===== config.mk =====
export PLATFORM = sky130hd
export DESIGN_NAME = artau_multipulse
export DESIGN_NICKNAME = d
export VERILOG_FILES = /design/src/rtl/artau_pkg.sv /design/src/rtl/artau_range_calc.sv /design/src/rtl/artau_multipulse.sv
export SDC_FILE = /design/constraint.sdc
export NUM_CORES = 1
export LEC_CHECK = 0
export CAP_MARGIN = 0
export CORE_AREA = 3 3 204 306
export CTS_CLUSTER_DIAMETER = 100
export DETAILED_ROUTE_END_ITERATION = 7
export DIE_AREA = 0 0 207 309
export PLACE_DENSITY_LB_ADDON = 0.08
export SLEW_MARGIN = 0
export SYNTH_ARGS = -nofsm -noshare
export SYNTH_HDL_FRONTEND = slang
export SYNTH_SLANG_ARGS = --single-unit
export TNS_END_PERCENT = 100

===== constraint.sdc =====
create_clock -name CLK -period 11.5 [get_ports CLK]
set_input_delay 2.875 -clock CLK [delete_from_list [all_inputs] [get_ports CLK]]
set_output_delay 2.875 -clock CLK [all_outputs]
set_load 0.02 [all_outputs]

===== src/rtl/artau_pkg.sv =====
// rtl/artau_pkg.sv - shared types and helpers for the multi-pulse radar target-assessment unit
// Contents:
//   STATE_W       - width of the state encoding
//   artau_state_e - IDLE=00, EMIT=01, LISTEN=10, ASSESS=11
//   cnt_w()       - bit width for a counter spanning 0..n-1
package artau_pkg;

    localparam int STATE_W = 2;

    typedef enum logic [STATE_W-1:0] {
        ST_IDLE   = 2'b00,
        ST_EMIT   = 2'b01,
        ST_LISTEN = 2'b10,
        ST_ASSESS = 2'b11
    } artau_state_e;

    function automatic int cnt_w(input int n);
        return (n <= 2) ? 1 : $clog2(n);
    endfunction

endpackage


===== src/rtl/artau_range_calc.sv =====
// rtl/artau_range_calc.sv - combinational echo-delay to range conversion and closure-compensated threat test
// Ports:
//   count_i     - listen counter value at the echo sample
//   dist_prev_i - range from the previous pulse
//   jet_speed_i - own closure, distance units per cycle
//   max_safe_i  - threat range threshold
//   dist_o      - saturated count_i * METERS_PER_CYCLE
//   threat_o    - approaching (after closure compensation) and inside the safe range
module artau_range_calc
    import artau_pkg::*;
#(
    parameter int DW               = 32,
    parameter int CW               = 11,
    parameter int PULSE_CYCLES     = 300,
    parameter int METERS_PER_CYCLE = 150
) (
    input  logic [CW-1:0] count_i,
    input  logic [DW-1:0] dist_prev_i,
    input  logic [DW-1:0] jet_speed_i,
    input  logic [DW-1:0] max_safe_i,
    output logic [DW-1:0] dist_o,
    output logic          threat_o
);

    localparam int PW = DW + 32;
    localparam int XW = 2 * DW + 1;

    logic [PW-1:0] prod;
    logic [DW-1:0] interval;
    logic [XW-1:0] closure;

    assign prod   = PW'(count_i) * PW'(METERS_PER_CYCLE);
    assign dist_o = (|prod[PW-1:DW]) ? '1 : prod[DW-1:0];

    // Cycles between the previous echo sample and this one: the full emit
    // window plus listen cycles 0..count_i.
    assign interval = DW'(PULSE_CYCLES) + DW'(count_i) + DW'(1);

    // Wide enough that d_cur + speed*interval can never wrap.
    assign closure  = XW'(dist_o) + XW'(jet_speed_i) * XW'(interval);
    assign threat_o = (closure < XW'(dist_prev_i)) && (dist_o < max_safe_i);

endmodule


===== src/rtl/artau_multipulse.sv =====
// rtl/artau_multipulse.sv - multi-pulse emit/listen/assess radar sequencer with threat detection
// Ports:
//   CLK, RST                - clock, synchronous active-high reset
//   scan_for_target         - request measurement cycles while high
//   radar_echo              - echo detected, sampled only in LISTEN
//   jet_speed               - own closure, distance units per cycle
//   max_safe_distance       - threat range threshold
//   radar_pulse_trigger     - transmitter enable
//   distance_to_target      - latest range
//   threat_detected         - threat flag
//   ARTAU_state             - current state
//   measurement_valid       - one-cycle pulse on ASSESS entry
//   echo_timeout            - one-cycle pulse on listen abort
// Build option: ARTAU_THREAT_STICKY_EN makes threat_detected set-only until RST.
module artau_multipulse
    import artau_pkg::*;
#(
    parameter int DW               = 32,
    parameter int NUM_PULSES       = 2,
    parameter int PULSE_CYCLES     = 300,
    parameter int LISTEN_TIMEOUT   = 2000,
    parameter int STATUS_HOLD      = 3000,
    parameter int METERS_PER_CYCLE = 150
) (
    input  logic               CLK,
    input  logic               RST,
    input  logic               scan_for_target,
    input  logic               radar_echo,
    input  logic [DW-1:0]      jet_speed,
    input  logic [DW-1:0]      max_safe_distance,
    output logic               radar_pulse_trigger,
    output logic [DW-1:0]      distance_to_target,
    output logic               threat_detected,
    output logic [STATE_W-1:0] ARTAU_state,
    output logic               measurement_valid,
    output logic               echo_timeout
);

    localparam int EW = cnt_w(PULSE_CYCLES);
    localparam int LW = cnt_w(LISTEN_TIMEOUT);
    localparam int HW = cnt_w(STATUS_HOLD);
    localparam int IW = cnt_w(NUM_PULSES);

    localparam logic [EW-1:0] EMIT_LAST   = EW'(PULSE_CYCLES - 1);
    localparam logic [LW-1:0] LISTEN_LAST = LW'(LISTEN_TIMEOUT - 1);
    localparam logic [HW-1:0] HOLD_LAST   = HW'(STATUS_HOLD - 1);
    localparam logic [IW-1:0] IDX_LAST    = IW'(NUM_PULSES - 1);

    artau_state_e  state_q, state_d;
    logic [EW-1:0] emit_cnt_q, emit_cnt_d;
    logic [LW-1:0] listen_cnt_q, listen_cnt_d;
    logic [HW-1:0] hold_cnt_q, hold_cnt_d;
    logic [IW-1:0] idx_q, idx_d;
    logic [DW-1:0] dist_q, dist_d;
    logic          threat_q, threat_d;
    logic          trig_q, trig_d;
    logic          valid_q, valid_d;
    logic          timeout_q, timeout_d;

    logic [DW-1:0] dist_new;
    logic          threat_new;

    artau_range_calc #(
        .DW               (DW),
        .CW               (LW),
        .PULSE_CYCLES     (PULSE_CYCLES),
        .METERS_PER_CYCLE (METERS_PER_CYCLE)
    ) u_range_calc (
        .count_i     (listen_cnt_q),
        .dist_prev_i (dist_q),
        .jet_speed_i (jet_speed),
        .max_safe_i  (max_safe_distance),
        .dist_o      (dist_new),
        .threat_o    (threat_new)
    );

    always_ff @(posedge CLK) begin
        if (RST) begin
            state_q <= ST_IDLE;
        end else begin
            state_q <= state_d;
        end
    end

    always_comb begin
        state_d = state_q;
        case (state_q)
            ST_IDLE:   if (scan_for_target) state_d = ST_EMIT;
            ST_EMIT:   if (emit_cnt_q == EMIT_LAST) state_d = ST_LISTEN;
            ST_LISTEN: begin
                // An echo on the final listen cycle still counts.
                if (radar_echo) begin
                    state_d = (idx_q < IDX_LAST) ? ST_EMIT : ST_ASSESS;
                end else if (listen_cnt_q == LISTEN_LAST) begin
                    state_d = ST_IDLE;
                end
            end
            ST_ASSESS: begin
                if (scan_for_target) begin
                    state_d = ST_EMIT;
                end else if (hold_cnt_q == HOLD_LAST) begin
                    state_d = ST_IDLE;
                end
            end
            default:   state_d = ST_IDLE;
        endcase
    end

    always_comb begin
        emit_cnt_d   = (state_q == ST_EMIT   && state_d == ST_EMIT)   ? emit_cnt_q + 1'b1   : '0;
        listen_cnt_d = (state_q == ST_LISTEN && state_d == ST_LISTEN) ? listen_cnt_q + 1'b1 : '0;
        hold_cnt_d   = (state_q == ST_ASSESS && state_d == ST_ASSESS) ? hold_cnt_q + 1'b1   : '0;

        trig_d    = (state_d == ST_EMIT);
        valid_d   = (state_q == ST_LISTEN && state_d == ST_ASSESS);
        timeout_d = (state_q == ST_LISTEN && state_d == ST_IDLE);

        idx_d = idx_q;
        if (state_q == ST_LISTEN && state_d == ST_EMIT) begin
            idx_d = idx_q + 1'b1;
        end else if (state_q == ST_IDLE || state_q == ST_ASSESS || state_d == ST_IDLE) begin
            idx_d = '0;
        end

        dist_d = dist_q;
        if (state_q == ST_LISTEN && radar_echo) begin
            dist_d = dist_new;
        end else if (state_d == ST_IDLE) begin
            dist_d = '0;
        end

        threat_d = threat_q;
`ifdef ARTAU_THREAT_STICKY_EN
        if (valid_d) begin
            threat_d = threat_q | threat_new;
        end
`else
        if (valid_d) begin
            threat_d = threat_new;
        end else if (state_d == ST_IDLE) begin
            threat_d = 1'b0;
        end
`endif
    end

    always_ff @(posedge CLK) begin
        if (RST) begin
            emit_cnt_q   <= '0;
            listen_cnt_q <= '0;
            hold_cnt_q   <= '0;
            idx_q        <= '0;
            dist_q       <= '0;
            threat_q     <= 1'b0;
            trig_q       <= 1'b0;
            valid_q      <= 1'b0;
            timeout_q    <= 1'b0;
        end else begin
            emit_cnt_q   <= emit_cnt_d;
            listen_cnt_q <= listen_cnt_d;
            hold_cnt_q   <= hold_cnt_d;
            idx_q        <= idx_d;
            dist_q       <= dist_d;
            threat_q     <= threat_d;
            trig_q       <= trig_d;
            valid_q      <= valid_d;
            timeout_q    <= timeout_d;
        end
    end

    assign radar_pulse_trigger = trig_q;
    assign distance_to_target  = dist_q;
    assign threat_detected     = threat_q;
    assign ARTAU_state         = state_q;
    assign measurement_valid   = valid_q;
    assign echo_timeout        = timeout_q;

endmodule


; ---- Word level (Yosys, flattened, before mapping)
; Index checks and enable logic that the tools add are counted.
[totals]
in_bits = 68
regBits = 57
out_inout_bits = 38
word_cells = 66
[op_classes]
n_eq_ne = 9
addsub = 7
reduce_logical = 18
bitwise = 3
n_mux = 14
n_mul = 2
magnitude_cmp = 3
[ops]
columns = operator, count
row1 = $add A19 B64 Y65, 1
row2 = $lt A65 B19 Y1, 1
row3 = $mul A32 B32 Y64, 1
row4 = $mux W19, 2
row5 = $add A32 B1 Y32 const B, 1
row6 = $lt A19 B32 Y1, 1
row7 = $mul A11 B7 Y18 const B, 1
row8 = $mux W2, 7
row9 = $add A12 B1 Y12 const B, 1
row10 = $add A9 B11 Y12 const A, 1
row11 = $eq A12 B12 Y1 const B, 1
row12 = $add A11 B1 Y11 const B, 1
row13 = $eq A11 B11 Y1 const B, 1
row14 = $add A9 B1 Y9 const B, 1
row15 = $eq A9 B9 Y1 const B, 1
row16 = $eq A2 B2 Y1 const B, 4
row17 = $logic_and A1 B1 Y1, 8
row18 = $pmux W2 S4, 1
row19 = $reduce_bool A2 Y1, 3
row20 = $reduce_or A2 Y1, 3
row21 = $eq A2 B1 Y1 const B, 2
row22 = $logic_not A2 Y1, 2
row23 = $mux W1, 4
row24 = $not A1 Y1, 3
row25 = 3 further kinds, 4

; ---- Depth between registers and ports, before layout
[depth]
depth_word = 8
mapped_depth = 45
mapped_depth_nobuf = 44

; ---- Hierarchy
; A second synthesis with hierarchy kept.
[hier_totals]
cells_unflattened = 2563
hier_area_um2 = 21550.7
[modules_own_cells]
columns = module, seq_area_each_um2, area_each_um2, n_inst, cells_per_inst
row1 = artau_range_calc, 0.0, 18758.0, 1, 2290
row2 = artau_multipulse, 1421.4, 2792.7, 1, 273

; ---- Least setup slack after synthesis
; No wires, ideal clock.
[synth_path]
kind = input port to flip-flop
startpoint = in jet_speed[7]
endpoint = reg threat_q (netlist: threat_detected)
setup_time_ps = 59
cell_stages = 31
path_buffers = 1
slack_ps = 1158
arrival_time_ps = 10283
required_ps = 11441
cell_sequence = clkbuf_1 nand2_1 fa_1 fa_1 inv_1 fa_1 inv_1 fa_1 inv_1 ha_1 ha_1 fa_1 inv_1 fa_1 inv_1 ha_1 a2111o_1 o21ai_0 nand2_1 a31oi_1 xnor2_1 ha_1 and4_1 a221o_1 a311oi_1 o2111a_1 o2111a_1 nand4b_1 nor4_1 nand4_1 nand2_1
[synth_between]
elab_chain_cells = 5
[synth_rtl]
columns = item, line_no
row1 = from (decl), artau_multipulse.sv:29  ; input logic [DW-1:0] jet_speed,
row2 = $mul A32 B32 Y64, artau_range_calc.sv:40  ; assign closure = XW'(dist_o) + XW'(jet_speed_i) * XW'(interval);
row3 = $add A19 B64 Y65, artau_range_calc.sv:40
row4 = $lt A65 B19 Y1, artau_range_calc.sv:41  ; assign threat_o = (closure < XW'(dist_prev_i)) && (dist_o < max_safe_i);
row5 = $logic_and A1 B1 Y1, artau_range_calc.sv:41
row6 = $mux W1, artau_multipulse.sv:138  ; if (valid_d) begin
row7 = to (signal assigned), artau_multipulse.sv:163  ; threat_q <= threat_d;
row8 = to (decl), artau_multipulse.sv:55  ; logic threat_q, threat_d;
; Every way passes these cells.
; A chain may end at the register's enable or synchronous reset.

; ---- Worst setup path after layout
[layout_path]
startpoint = reg listen_cnt_q[5]
endpoint = reg threat_q (netlist: threat_detected)
[layout_between]
elab_chain_cells = 7
word_cells_on_any_way = 17
cone_classes = add/sub: 3 / mul: 2 / order compare: 2 / eq/ne: 2 / mux: 4 / reduce/logical: 4
[layout_rtl]
columns = item, line_no
row1 = from (decl), artau_multipulse.sv:51  ; logic [LW-1:0] listen_cnt_q, listen_cnt_d;
row2 = from (signal assigned), artau_multipulse.sv:159  ; listen_cnt_q <= listen_cnt_d;
row3 = $add A9 B11 Y12 or $eq A11 B11 Y1 (tied branches), "artau_range_calc.sv:37, artau_multipulse.sv:94"
row4 = $add A32 B1 Y32 or $mux W2 (tied branches), "artau_range_calc.sv:37, artau_multipulse.sv:94"
row5 = $mul A32 B32 Y64 or $mux W2 (tied branches), "artau_range_calc.sv:40, artau_multipulse.sv:92"
row6 = $add A19 B64 Y65 or $pmux W2 S4 (tied branches), "artau_range_calc.sv:40, artau_multipulse.sv:87"
row7 = $lt A65 B19 Y1 or $eq A2 B2 Y1 (tied branches), "artau_range_calc.sv:41, artau_multipulse.sv:115"
row8 = $logic_and A1 B1 Y1 (on tied branches), "artau_range_calc.sv:41, artau_multipulse.sv:115"
row9 = $mux W1 or $reduce_bool A2 Y1 (tied branches), --
; Several ways; a longest one is shown, not always the timed one.

==> impl_metrics.json <==
{
  "fin_crit_ps": 10950,
  "io_pins": 106,
  "yosys.area_share.simple": 0.161,
  "final.setup.tns_ps": 0,
  "status": "completed",
  "r2r_slack_ps": 550,
  "fp.coreArea_mm2": 0.0600,
  "finalClockSkew_ps": 6.34,
  "combPwrFrac": 0.902,
  "hold_slack_ps": 447,
  "grt_pass1_wl_um": 101000,
  "ir_worst_vdd_v": 0.000174,
  "cp_slowest_stage_delay_ps": 540,
  "ff_latch_area_mm2": 0.00114,
  "seqPwrFrac": 0.042,
  "relSlewSlack": 0.343,
  "cts.sinks": 57,
  "first_iter_violations": 725,
  "hold-path-cell-count": 1,
  "synth-async-reset-ratio": 0,
  "synth_top_area_frac": 0.346,
  "htree_levels": 3,
  "synthAdderAreaFrac": 0.527,
  "worstPathArrival_ps": 11220,
  "synth_cells": 2565,
  "hp-class": "reg -> reg",
  "worst_pin_slew_ps": 978,
  "insertion_delay_ps": 330,
  "initial_utilization": 0.348,
  "vias": 16800,
  "hold_viol": 0,
  "syn_area_mm2": 0.0209,
  "grtUsageTotal": 0.200,
  "switching_power_mw": 2.66,
  "crit_type": "reg -> reg",
  "synth-warning-count": 0,
  "reg2regPathDepth": 44,
  "fmax_mhz": 91.3,
  "dieArea_mm2": 0.0640,
  "maxCapViolations": 0,
  "portBuffers": 91,
  "yosysTopAreaCell": "fa_1",
  "rsz0062_at_grt": "false",
  "final_nets": 3409,
  "synth_common_cells": "664 x inv_1, 361 x fa_1, 354 x nand2_1, 303 x ha_1, 101 x nor2_1",
  "gr-usage-met3": 0.0153,
  "synthFlopType": "dfxtp_1",
  "multi_input_area_mm2": 0.0170,
  "crit_buf_inv": 10,
  "p_int_mw": 2.10,
  "min_from": "hold_cnt_q[0]",
  "hpwl_um": 54100,
  "syn-mean-instance-area_um2": 8.15,
  "area_delta_synth_final_pct": 12.1,
  "die_height_um": 309,
  "synth.most_common_cell": "inv_1",
  "fin_util": 0.391,
  "antenna_cells": 0,
  "routed_wl_um": 62700,
  "drive_above_1_share": 0.0470,
  "ys_types": 72,
  "power.density_mw_per_mm2": 203,
  "grt_max_degree": 33,
  "cts.path.max_buffers": 2,
  "period_share": 0.953,
  "ant_nets": 0,
  "antenna_found_initial": 2,
  "leakage_nw": 12.5,
  "dieWidth_um": 207,
  "drc": 0,
  "root_buffer": "clkbuf_16",
  "holdPathEnd": "hold_cnt_q[0]",
  "layout_setup_ws_ps": 545,
  "synth_top_family_by_area": "adder cells",
  "synth_edf_count": 0,
  "grt_util_met1": 0.225,
  "end_kind": "flop",
  "synth.top_cells.by_area": "fa_1 35%, ha_1 18%, inv_1 12%",
  "rows": 110,
  "r2r_start": "listen_cnt_q[5]",
  "place_ws_ps": 207,
  "cts_hold_buf": 0,
  "place_congestion": 0.851,
  "ys_seq_area_frac": 0.0546,
  "busiest_layer": "met2",
  "grt-ovfl-total": 0,
  "critical_path.top_delay_family": "adder cells",
  "final_max_slew_viol_count": 0,
  "clk_pin_slew_worst_paths_ps": 60,
  "drtPass1Iterations": 7,
  "cts_tree": "yes",
  "synth_xor_area_frac": 0.0297,
  "met2_usage": 0.385,
  "startpoint_type": "flop",
  "cts_made_buffers": 9,
  "yosys_register_bits": 57,
  "p_sw_frac": 0.559,
  "rr_endpoint": "threat_detected",
  "first_global_vias": 18700,
  "fillers": 6330,
  "muxShareOfSynthArea": 0.00102,
  "crit_required_ps": 11760,
  "routed_via_density": 4.84,
  "synth_compound_area_frac": 0.0827,
  "wire_per_inst_um": 18.1,
  "cp_slowest_cell": "fa_1",
  "power.clock.fraction": 0.056,
  "crit_path_max_fanout": 4,
  "setup_viol": 0
}
[repair_timing]
action                     in CTS  in global routing
resized for setup               0                  4
buffers inserted                0                  1
setup endpoints to repair       0                  1
[metrics by stage]
step	instance area (um2)	cells	power [mW]
after floorplan	21100	2610	3.34
after global placement	23100	3449	4.54
after detailed placement	23100	3449	4.55
after CTS	23400	3465	4.85
after global routing	23400	3466	5.40
final	23400	3466	4.77
[cells by family (layout without fill, tap and decap cells)]
logic type,count (synthesis),after routing
flip-flops,57,57
other,2,47
AO/OA/AOI/OAI,258,258
XOR/XNOR,71,71
AND/OR/NAND/NOR,730,730
adder cells (fa/ha/maj),664,664
multiplexers,2,2
buffers and inverters,781,853
[sequential cells by signal (all words and copies together) (netlist names)]
name,count
threat_detected,1
hold_cnt_q,12
distance_to_target,18
echo_timeout,1
emit_cnt_q,9
measurement_valid,1
radar_pulse_trigger,1
idx_q,1
listen_cnt_q,11
ARTAU_state,2
[area by class of cell]
class                      instances  area share
timing repair buffer             172      0.0648
multi-input combinational       1772       0.726
clock buffer                      11     0.00993
tap                              784      0.0419
sequential                        57      0.0488
inverter                         665       0.107
clock inverter                     5     0.00240
[cells in the final DEF (no fill, tap or decap), types with 8 or more instances in the layout]
cell type and count:
inv_1 664, fa_1 361, nand2_1 354, ha_1 303
nor2_1 100, clkdlybuf4s50_1 91, and2_1 89, buf_4 81
a21oi_1 79, dfxtp_1 54, conb_1 47, nand3_1 45
xnor2_1 35, o21ai_0 32, nor3_1 30, xor2_1 28
a21o_1 26, nor2b_1 26, nand4_1 23, and3_1 19
a31oi_1 17, a211oi_1 12, nand2b_1 10, o211ai_1 10
o21a_1 9, o21bai_1 9, clkbuf_16 9, nor4_1 8
[routing by layer]
metal / routed length, um / share of wire
met1: 24000 / 0.38
met2: 33800 / 0.54
met3: 1790 / 0.029
met4: 3220 / 0.051
met5: 0 / 0
[worst max path at each step]
stage                    start         endpoint  slack, ps  cells past startpoint
2_1_floorplan     jet_speed[7]  threat_detected       1160                     31
3_3_place_gp      jet_speed[6]  threat_detected        380                     33
3_5_place_dp      jet_speed[8]  threat_detected        210                     33
4_1_cts        listen_cnt_q[6]  threat_detected        350                     43
5_1_grt        listen_cnt_q[9]  threat_detected          4                     43
6_report       listen_cnt_q[5]  threat_detected        550                     44
[power groups by stage]
stage | clock [mW] | sequential, mW | combinational [mW]
finish | 0.267 | 0.200 | 4.30
floorplan | 0 | 0.205 | 3.13
global route | 0.281 | 0.200 | 4.92
global placement | 0 | 0.204 | 4.33
CTS | 0.270 | 0.200 | 4.37
detailed placement | 0 | 0.205 | 4.34
(Power assumes the default switching activity.)
==> edit 1: new RTL, config.mk and constraints unchanged <==
Register the input `max_safe_distance` before use, without a reset. The logic sees it one clock later. The other inputs are not delayed to match.
--- a/src/rtl/artau_multipulse.sv
+++ b/src/rtl/artau_multipulse.sv
@@ -47,4 +47,10 @@
     localparam logic [IW-1:0] IDX_LAST    = IW'(NUM_PULSES - 1);
 
+    logic [DW-1:0] max_safe_distance_q;
+
+    always_ff @(posedge CLK) begin
+        max_safe_distance_q <= max_safe_distance;
+    end
+
     artau_state_e  state_q, state_d;
     logic [EW-1:0] emit_cnt_q, emit_cnt_d;
@@ -70,5 +76,5 @@
         .dist_prev_i (dist_q),
         .jet_speed_i (jet_speed),
-        .max_safe_i  (max_safe_distance),
+        .max_safe_i  (max_safe_distance_q),
         .dist_o      (dist_new),
         .threat_o    (threat_new)
Check against the original RTL: same outputs for any inputs over 10 cycles, from zero or initial values and one cycle with RST high; that may be too few to reach the edited logic, so the function may still have changed.
==> edit 1 against the unedited design <==
- global-route usage is 0.26 points higher
- worst setup slack better by 0.024 ns
- sequential cell count increased by 32
- critical path type unchanged
- critical path depth increased by 4
- synthesized area rose by 2.7%
- combinational power up 0.9%
- synthesized cell count grew 0.23%
- sequential power up 59%
- total power rose by 4.3%
- wire length is 0.29% higher
- via count up 1.8%
- design area up 4.8%
==> edit 1: results (changes against the unedited design) <==
Worst Reg-to-Reg Cells=48 (+9.1%); number of flip-flops in the largest register=32 (+14); antenna violations before repair=0 (-2); Lkg Pwr=12.94 nW (+3.4%); Hold EP=hold_cnt_q[0]; final WL=62.91 mm (+0.29%); Placer Congestion=0.8807 (+3.5%); DPL Wire Length=54.59 mm (+0.82%); Seq/Total Area, Yosys=0.08301 (+0.02842); vias in the first global route=18960 (+1.7%); Hold Path Stages=1 (unchanged); global-route wire length before repair=101.8 mm (+0.50%); Yosys cell types=78 (+8.3%); Clock Skew=0.02043 ns (+0.01409 ns); H-tree levels=3 (unchanged); Post-synth ARST share=0 (unchanged); top_reg_cell synth=dfxtp_1; top cells by area, synth=fa_1 34%, ha_1 18%, inv_1 12%, dfxtp_1 8.3%, nand2_1 5.9%; Worst-path clk slew=0.08 ns (+0.02 ns); drt wl/cell=17.85 µm (-1.4%); crit-path max FO=3 (-1); Synth Area in XOR/XNOR=0.02775 (-0.002001); flop-to-flop setup slack=0.57 ns (+0.02 ns); CP arrival=11.26 ns (+0.04 ns); Critical R2R Launch=listen_cnt_q[5]; port bufs=91 (unchanged); total global-route track usage=0.2022 (+0.002612); layout cells sized above 1=0.07263 (+0.02565); Clk Latency, worst-skew pair=0.38 ns (+0.05 ns); Synth Warn #=0 (unchanged); largest net degree at the start of global routing=33 (unchanged); CP max-delay cell=fa_1; syn_area_per_cell=8.349 µm² (+2.4%); 1st-iter DRT viols=655 (-9.7%); Synth Area in Adders=0.5133 (-0.01376); mux contribution to synthesized area=0.003498 (+0.002480); Int Power=2.282 mW (+8.5%); outcome=completed; synth cell count leaders=675 x inv_1, 361 x fa_1, 335 x nand2_1; critical path's largest stage delay=0.53 ns; VDD IR max=0.1958 mV (+12%); placed cells=3502 (+1.5%); Slew headroom=0.2320 (-0.1114); DR vias=17060 (+1.8%); FF-to-FF End=threat_detected; TritonRoute pass-1 iters=7 (unchanged); Compound-Gate Fraction of Synth Area=0.08132 (-0.001343); area post-placement=0.02408 mm² (+4.1%)
==> edit 1: cell count changes after synthesis, moves of 9 or more <==
cell | unedited run | this run
a21oi_1 | 79 | 70
a22oi_1 | 1 | 18
and3_1 | 19 | 8
dfxtp_1 | 57 | 89
inv_1 | 664 | 675
nand2_1 | 354 | 335
nand3_1 | 45 | 33
o21ai_0 | 32 | 42
==> edit 1: worst max path at each step <==
stage	slack, ns	depth (start not counted)	endpoint	start
after detailed placement	-0.06	36	threat_detected	jet_speed[8]
after global placement	0.08	36	threat_detected	jet_speed[9]
after CTS	0.06	43	threat_detected	listen_cnt_q[7]
final	0.57	48	threat_detected	listen_cnt_q[5]
after floorplan	0.75	36	threat_detected	jet_speed[6]
after global routing	0.01	49	threat_detected	listen_cnt_q[5]
==> edit 1: worst max-delay path: cells and delay by family, from the launching register on <==
kind | cells | cell delay [ns]
DFF | 1 | 0.33
buffers and inverters | 10 | 0.75
AOI/OAI and AO/OA | 10 | 1.74
xor gates and xnor gates | 1 | 0.14
and+or+nand+nor | 12 | 2.09
adders and majority gates | 15 | 5.80
==> edit 1: layout make-up <==
type                       count  area (µm²)
tap                          784       980.9
timing repair buffer         219        1909
sequential                    89        1783
fill                        6309       35440
inverter                     676        2537
clock inverter                 7       86.33
antenna                        1       2.502
multi-input combinational   1740       17040
clock buffer                   9       225.2
==> edit 1: what timing repair did <==
action,CTS,global route
resized for setup,0,25
hold buffers,0,0
endpoints found under the setup margin,0,1
setup buffers,0,6
==> edit 1: power groups by stage <==
stage	combinational (mW)	sequential, mW	clock, mW
6_report	4.34	0.317	0.315
5_1_grt	4.93	0.318	0.337
4_1_cts	4.34	0.317	0.327
3_5_place_dp	4.30	0.325	0
3_3_place_gp	4.30	0.324	0
2_1_floorplan	3.04	0.324	0
==> edit 1: logic make-up after synthesis <==
group,Yosys count
xor+xnor,68
compound gates,258
fa+ha+maj,664
mux,7
flops,89
simple gates,696
other cells,2
buf+inv,787
==> edit 1: stage by stage <==
stage	TNS (ns)	hold slack (ns)	setup slack, ns	power (mW)
2_1_floorplan	0	0.4299	0.7466	3.362
3_3_place_gp	0	0.4457	0.07522	4.620
3_5_place_dp	-0.05709	0.4509	-0.05709	4.622
4_1_cts	0	0.4686	0.06017	4.981
5_1_grt	0	0.4890	0.01469	5.585
6_report	0	0.4631	0.5696	4.974
==> edit 1: per-layer routing <==
metal | GRT usage | up-vias | wire (µm)
met1 | 0.2166 | 8581 | 23590
met2 | 0.4178 | 305 | 35940
met4 | 0.06209 | 0 | 1972
met5 | 0 | - | 0
li1 | - | 8098 | -
met3 | 0.01288 | 73 | 1409
==> edit 2: new RTL, same settings <==
Without the edit above. Add a define of `ARTAU_THREAT_STICKY_EN`.
--- a/src/rtl/artau_multipulse.sv
+++ b/src/rtl/artau_multipulse.sv
@@ -13,4 +13,6 @@
 //   echo_timeout            - one-cycle pulse on listen abort
 // Build option: ARTAU_THREAT_STICKY_EN makes threat_detected set-only until RST.
+`define ARTAU_THREAT_STICKY_EN
+
 module artau_multipulse
     import artau_pkg::*;
Check against the original RTL: same outputs for any inputs over 10 cycles, from zero or initial values and one cycle with RST high; that may be too few to reach the edited logic, so the function may still have changed.
==> edit 2 against the unedited design <==
- synthesized cell count shrank 1.6%
- total power grew 12%
- worst setup slack lost 0.16 ns
- synthesized area shrank 0.95%
- highest routed layer unchanged
- wire length shrank 3.0%
- critical path type is now in -> reg
- core utilization grew 1.2 points
- final cell count grew 0.84%
- sequential cell count is the same
- design area grew 3.2%
==> edit 2: results (changes against the unedited design) <==
Placer Congestion=0.8749 (+2.8%); syn_area_per_cell=8.200 µm² (+0.62%); placed cells=3472 (+0.67%); antenna violations before repair=1 (-1); Clock Skew=0.008522 ns (+0.002183 ns); Filler Cells Inserted=6251 (-1.2%); slew at the pin closest to its max-slew limit=1.276 ns (+0.2979 ns); fin crit share=0.9663 (+0.01376); global-route wire length before repair=99.35 mm (-1.9%); Sw Share=0.5479 (-0.01094); TritonRoute pass-1 iters=5 (-2); Worst Reg-to-Reg Cells=46 (+4.5%); VDD IR max=0.1691 mV (-3.0%); pre-CTS setup slack=-0.1060 ns (-0.3126 ns); synth cell count leaders=660 x inv_1, 366 x nand2_1, 361 x fa_1; vias in the first global route=18650 (-0.0054%); top cells by area, synth=fa_1 35%, ha_1 18%, inv_1 12%, nand2_1 6.6%, dfxtp_1 5.5%; outcome=completed; Yosys cell types=79 (+9.7%); NumNets Final=3437 (+0.82%); CP arrival=11.35 ns (+0.13 ns); met3 Track Usage GR=0.01157 (-0.003754); Lkg Pwr=12.67 nW (+1.3%); layout cells sized above 1=0.08598 (+0.03900); final WL=60.82 mm (-3.0%); grt met2 use=0.3901 (+0.004841); DPL Wire Length=52.92 mm (-2.3%); GR Util met1=0.2244 (-0.0008475); 1st-iter DRT viols=638 (-12%); flop-to-flop setup slack=0.50 ns (-0.05 ns)
## edit 2: cell types whose count changed after synthesis, sizes merged, moves of 8 or more
cell / delta
nor3: -14
o21ai: +11
clkbuf: -17
a21oi: +15
a31oi: -10
nor2: -13
nand2: +12
nand3: -8
## edit 2: power groups by stage
stage / registers (mW) / logic, mW / clock network, mW
floorplan: 0.204 / 3.17 / 0
global placement: 0.204 / 4.54 / 0
detailed placement: 0.204 / 4.57 / 0
CTS: 0.200 / 4.62 / 0.267
global route: 0.200 / 5.48 / 0.274
finish: 0.200 / 4.87 / 0.260
## edit 2: worst max path at each step
| stage | start | end |
|---|---|---|
| 3_3_place_gp | jet_speed[8] | threat_detected |
| 4_1_cts | listen_cnt_q[4] | threat_detected |
| 5_1_grt | listen_cnt_q[5] | threat_detected |
| 6_report | jet_speed[7] | threat_detected |
| 3_5_place_dp | jet_speed[8] | threat_detected |
| 2_1_floorplan | listen_cnt_q[5] | threat_detected |
## edit 2: what timing repair did
item | in CTS | in global routing
setup endpoints to repair | 0 | 1
gates resized for setup | 0 | 72
buffers inserted | 0 | 6
## edit 2: area by class of cell
| class | instances | area share |
|---|---|---|
| Multi-Input combinational cell | 1751 | 0.7165 |
| Antenna cell | 1 | 0.0001035 |
| Clock buffer | 10 | 0.009883 |
| Timing Repair Buffer | 223 | 0.08061 |
| Tap cell | 784 | 0.04057 |
| Clock inverter | 6 | 0.002070 |
| Inverter | 663 | 0.1029 |
| Sequential cell | 57 | 0.04734 |
## edit 2: per-stage QoR
step           area, µm²  hold slack (ns)
5_1_grt            24180           0.5038
6_report           24180           0.4665
3_3_place_gp       23360           0.4450
2_1_floorplan      20870           0.4300
3_5_place_dp       23360           0.4585
4_1_cts            23650           0.4725
## edit 2: kinds of logic (layout without fill, tap and decap cells)
logic type | after synthesis | count (layout) | share of synthesized area
other | 2 | 48 | 0.0003627
buffers and inverters | 762 | 902 | 0.1415
flip-flops | 57 | 57 | 0.05511
XOR/XNOR | 70 | 70 | 0.02961
adder cells (fa/ha/maj) | 664 | 664 | 0.5321
multiplexers | 5 | 5 | 0.002417
AO/OA/AOI/OAI | 257 | 257 | 0.07971
AND/OR/NAND/NOR | 708 | 708 | 0.1591
## edit 2: worst reg2reg max path: cells and delay by family, from the launching register on
family	cells	cell delay, ns
buffers and inverters	10	0.81
adders and majority gates	15	5.86
and+or+nand+nor	11	1.89
xor gates and xnor gates	2	0.32
DFF	1	0.32
AOI/OAI and AO/OA	8	1.70
## edit 2: routing by layer
| metal | wire length, µm | up-vias |
|---|---|---|
| met5 | 0 | - |
| met4 | 1262 | 0 |
| met3 | 1332 | 62 |
| met2 | 33800 | 247 |
| met1 | 24430 | 8445 |
| li1 | - | 7999 |
